`src/rtl/nibble_add_seq.sv`:
```
// nibble_add_seq: sequential W-bit adder that ripples one 4-bit nibble per clock, valid/ready on both sides.
// Optional overflow output enabled by defining NIBBLE_ADD_OVF_EN.
module nibble_add_seq #(
  parameter int NNIB = 4
) (
  input  logic              clk,
  input  logic              rst,
  input  logic              in_valid,
  output logic              in_ready,
  input  logic [4*NNIB-1:0] x,
  input  logic [4*NNIB-1:0] y,
  input  logic              cy_in,
  output logic              out_valid,
  input  logic              out_ready,
  output logic [4*NNIB-1:0] s,
  output logic              cy_out
`ifdef NIBBLE_ADD_OVF_EN
  ,
  output logic              ovf
`endif
);
  localparam int W = 4 * NNIB;
  typedef enum logic [1:0] {IDLE, ADD, HOLD} state_t;
  state_t state_q, state_d;
  logic [2:0] k_q, k_d;
  logic carry_q, carry_d;
  logic cy_q, cy_d;
  logic [W-1:0] xa_q, xa_d, ya_q, ya_d, s_q, s_d;
  logic [3:0] xn, yn;
  logic [4:0] sum;
`ifdef NIBBLE_ADD_OVF_EN
  logic ovf_q, ovf_d;
  assign ovf = ovf_q;
`endif
  assign in_ready  = state_q == IDLE;
  assign out_valid = state_q == HOLD;
  assign s         = s_q;
  assign cy_out    = cy_q;
  always_comb begin
    xn = '0;
    yn = '0;
    for (int i = 0; i < NNIB; i++) begin
      if (k_q == 3'(i)) begin
        xn = xa_q[4*i +: 4];
        yn = ya_q[4*i +: 4];
      end
    end
    sum = {1'b0, xn} + {1'b0, yn} + {4'b0, carry_q};
  end
  always_comb begin
    state_d = state_q;
    k_d     = k_q;
    carry_d = carry_q;
    cy_d    = cy_q;
    xa_d    = xa_q;
    ya_d    = ya_q;
    s_d     = s_q;
`ifdef NIBBLE_ADD_OVF_EN
    ovf_d   = ovf_q;
`endif
    case (state_q)
      IDLE: if (in_valid) begin
        xa_d    = x;
        ya_d    = y;
        carry_d = cy_in;
        k_d     = '0;
        state_d = ADD;
      end
      ADD: begin
        for (int i = 0; i < NNIB; i++) s_d[4*i +: 4] = (k_q == 3'(i)) ? sum[3:0] : s_q[4*i +: 4];
        carry_d = sum[4];
        k_d     = k_q + 3'd1;
        if (k_q == 3'(NNIB - 1)) begin
          cy_d    = sum[4];
          state_d = HOLD;
`ifdef NIBBLE_ADD_OVF_EN
          // Same-sign operands producing an opposite-sign result is exactly carry-in(MSB) xor carry-out(MSB).
          ovf_d   = (xn[3] ~^ yn[3]) & (sum[3] ^ xn[3]);
`endif
        end
      end
      HOLD: state_d = out_ready ? IDLE : HOLD;
      default: state_d = IDLE;
    endcase
  end
  always_ff @(posedge clk) begin
    if (rst) begin
      state_q <= IDLE;
      k_q     <= '0;
      carry_q <= 1'b0;
      cy_q    <= 1'b0;
      xa_q    <= '0;
      ya_q    <= '0;
      s_q     <= '0;
`ifdef NIBBLE_ADD_OVF_EN
      ovf_q   <= 1'b0;
`endif
    end else begin
      state_q <= state_d;
      k_q     <= k_d;
      carry_q <= carry_d;
      cy_q    <= cy_d;
      xa_q    <= xa_d;
      ya_q    <= ya_d;
      s_q     <= s_d;
`ifdef NIBBLE_ADD_OVF_EN
      ovf_q   <= ovf_d;
`endif
    end
  end
endmodule

```
`config.mk`:
```
export PLATFORM = sky130hd
export DESIGN_NAME = nibble_add_seq
export DESIGN_NICKNAME = d
export VERILOG_FILES = /design/src/rtl/nibble_add_seq.sv
export SDC_FILE = /design/constraint.sdc
export NUM_CORES = 1
export LEC_CHECK = 0
export CORE_MARGIN = 4
export CORE_UTILIZATION = 24
export CTS_BUF_LIST = sky130_fd_sc_hd__clkbuf_16
export DETAILED_ROUTE_END_ITERATION = 6
export PLACE_DENSITY = 0.5
export SETUP_SLACK_MARGIN = 0.2
export SLEW_MARGIN = 25
export SYNTH_ARGS = -nofsm -noshare
export SYNTH_HDL_FRONTEND = slang
export SYNTH_SLANG_ARGS = --single-unit
```
`constraint.sdc`:
```
create_clock -name clk -period 2.85 [get_ports clk]
set_input_delay 0.285 -clock clk [delete_from_list [all_inputs] [get_ports clk]]
set_output_delay 0.285 -clock clk [all_outputs]
set_load 0.005 [all_outputs]
```
==> metrics.md <==
| Metric | Value |
|---|---|
| Chip width | `about 110 µm` |
| Fin nets | `401` |
| Cells after synthesis | `308` |
| Synthesized cell area | `2600 µm²` |
| Via/cell ratio | `4.48` |
| Initial DRC Count | `~110` |
| Worst-path clk slew | `roughly 0.070 ns` |
| DR DRC count | `0` |
| First-pass GRT wire length | `11200 µm` |
| Largest net degree at the start of global routing | `36` |
| Total die area | `12500 µm²` |
| Post-synth cell types | `38` |
| Post-route ant nets | `0` |
| RSZ-0062 raised after global routing | `yes` |
| CP max FO | `4` |
| Mapped Nets | `355` |
| Fin crit period | `2.51 ns` |
| Post-DP Area | `roughly 3200 µm²` |
| Num CTS Buffers | `5` |
| First-pass iteration count of the detailed router | `4` |
| Vias in the first global route | `2198` |
| Fin crit share | `88.0%` |
| Clk buf depth | `2` |
| Post-synth EDFFs | `0` |
| Dominant cell type by area after synthesis | `dfxtp_1` |
| Core ar. | `about 10000 µm²` |
| Ant. Diodes | `0` |
| Top-count cell post-synth | `nand2_1` |
| Clock Latency Late Sink | `0.28 ns` |
| Filler Cell Count | `1112` |
| Hold Violations, Final | `0` |
| H-tree levels | `2` |
| HPWL Detailed | `4900 µm` |
| Final RePlAce weighted congestion | `0.791` |
| I/O pins | `56` |
| CP Class | `flop to flop` |
| Fmax | `between 300 and 400 MHz` |
| Crit path capture type | `flop` |
| Final hold slack | `0.457 ns` |
| Clock Sinks | `55` |
| Antenna violations before repair | `0` |
| YS warnings | `0` |
| FP Rows | `37` |
| Syn Area/Cell | `around 8.4 µm²` |
| Initial cell density of the core | `24.9%` |
| Die span in y | `112 µm` |
| Final Max Tran Viols | `0` |
| Worst VDD drop | `~0.00026 V` |
| Yosys reg bits | `55` |
| Run status | `finished, final reports clean` |
| Grt total ovfl | `0` |
| Setup repair bufs after CTS | `0` |
| Total leakage power | `roughly 0.0012 µW` |
| CTS tree | `done` |
| Register area share after synthesis | `42.4%` |
| Root buffer cell | `clkbuf_16` |
| CP Data Arrival Time | `2.66 ns` |
| Final setup fails | `0` |
| PwrDens | `around 500 nW/µm²` |
| Yosys top cell area share | `42.4%` |
| Wire length per cell | `13.3 µm` |
| HP Class | `flop to flop` |
| Fin Setup TNS | `0 ns` |
| CTS Hold Bufs | `0` |
| Drt total wl | `roughly 6500 µm` |
| Total track usage | `between 10% and 20%` |
| Most used DFF post-synth | `dfxtp_1` |
| Area grow syn2layout | `30.1%` |
| Register Area | `1100 µm²` |
| Max-cap violation count | `0` |
| Number of buffers inserted by port buffering | `between 50 and 60` |
| Share of cells above drive strength 1 | `7.89%` |
| Routed vias | `2202` |
| Worst Max-Slew Pin Slew | `0.582 ns` |
| Synth top cells by count | `77 x nand2_1, 55 x dfxtp_1, 43 x a21oi_1, 16 x nor2_1, 13 x nand2b_1` |
| Post-route cell area | `roughly 3400 µm²` |
| Ys async rst share | `0%` |
| Worst rel slew slack | `between 60% and 70%` |
| Startpoint class of the critical path | `flop` |
| Critical Path RT | `3.00 ns` |
| Skew final | `0.00211 ns` |
| Area occupied by multi-input gates | `1330 µm²` |
| Area contributors post-synth | `dfxtp_1 42%, nand2_1 11%, a21oi_1 8.3%, buf_6 3.9%, ha_1 3.9%` |
==> cell usage in the layout (no fill, tap or decap), types with 6 or more instances in the layout <==
cell type        instances
dfxtp_1                 53
a32o_1                   6
a21oi_1                 42
nand2_1                 77
clkdlybuf4s50_1         54
inv_1                    7
a211oi_1                 9
buf_4                    7
nor2_1                  16
nand2b_1                13
o21ai_0                  8
==> critical path: stages (launching register included) <==
cell and delay, ns:
dfxtp_2 0.36, ha_1 0.20, ha_1 0.19, nor2_1 0.23, a32oi_1 0.17, fa_1 0.42
inv_1 0.08, fa_1 0.50, mux2i_1 0.17, nor2_1 0.05
==> power breakdown <==
part           switching (µW)  total (µW)  internal, µW
Sequential               29.1         837           808
Clock                     258         575           317
Combinational             138         278           139
==> path summary, 6_finish.rpt <==
check	slack, ns	endpoint	from	cells after the start
max	0.34	s[5]	k_q[0]	9
min reg2reg	0.46	ya_q[8]	ya_q[8]	2
min	0.46	ya_q[8]	ya_q[8]	2
max reg2reg	0.34	s[5]	k_q[0]	9
==> per-stage QoR <==
stage	std cells	total power, µW	setup WS [ns]	utilization, %
floorplan	308	1020	0.264	-
global placement	483	1130	0.264	30.8
detailed placement	483	1130	0.103	30.8
CTS	491	1700	0.224	32.2
global route	491	1780	0.158	32.4
finish	491	1690	0.341	32.4
==> final cells by class <==
cell class,count,share of cell area [%]
flip-flops and latches,55,32.7
clock inverters,3,0.333
clock buffers,5,3.70
repair buffers,63,18.3
well taps,136,5.04
inverters,6,0.667
multi-input cells,223,39.3
==> kinds of logic after synthesis <==
family | synth area share (%)
simple gates | 23.7
fa+ha+maj | 5.40
flops | 42.4
mux | 1.93
buf+inv | 7.66
xor+xnor | 0.337
compound gates | 18.6
==> routing by layer <==
layer,track usage (%),up-vias,wire length [µm],share of wire (%)
met5,0,-,0,0
met4,2.24,0,55,0.84
met3,2.70,4,393,6.0
met2,16.7,61,2780,43
met1,15.2,997,3300,51
li1,-,1140,-,-
==> timing repair <==
item | in CTS | in global routing
endpoints found under the setup margin | 6 | 12
hold endpoints to repair | 0 | 0
gates resized for setup | 2 | 6
==> registers in the layout, summed over array words and instances (netlist names) <==
signal / flops
s: 16
state_q: 2
k_q: 3
ya_q: 16
xa_q: 16
cy_out: 1
carry_q: 1
No activity file was read; power rests on OpenSTA's default activity.
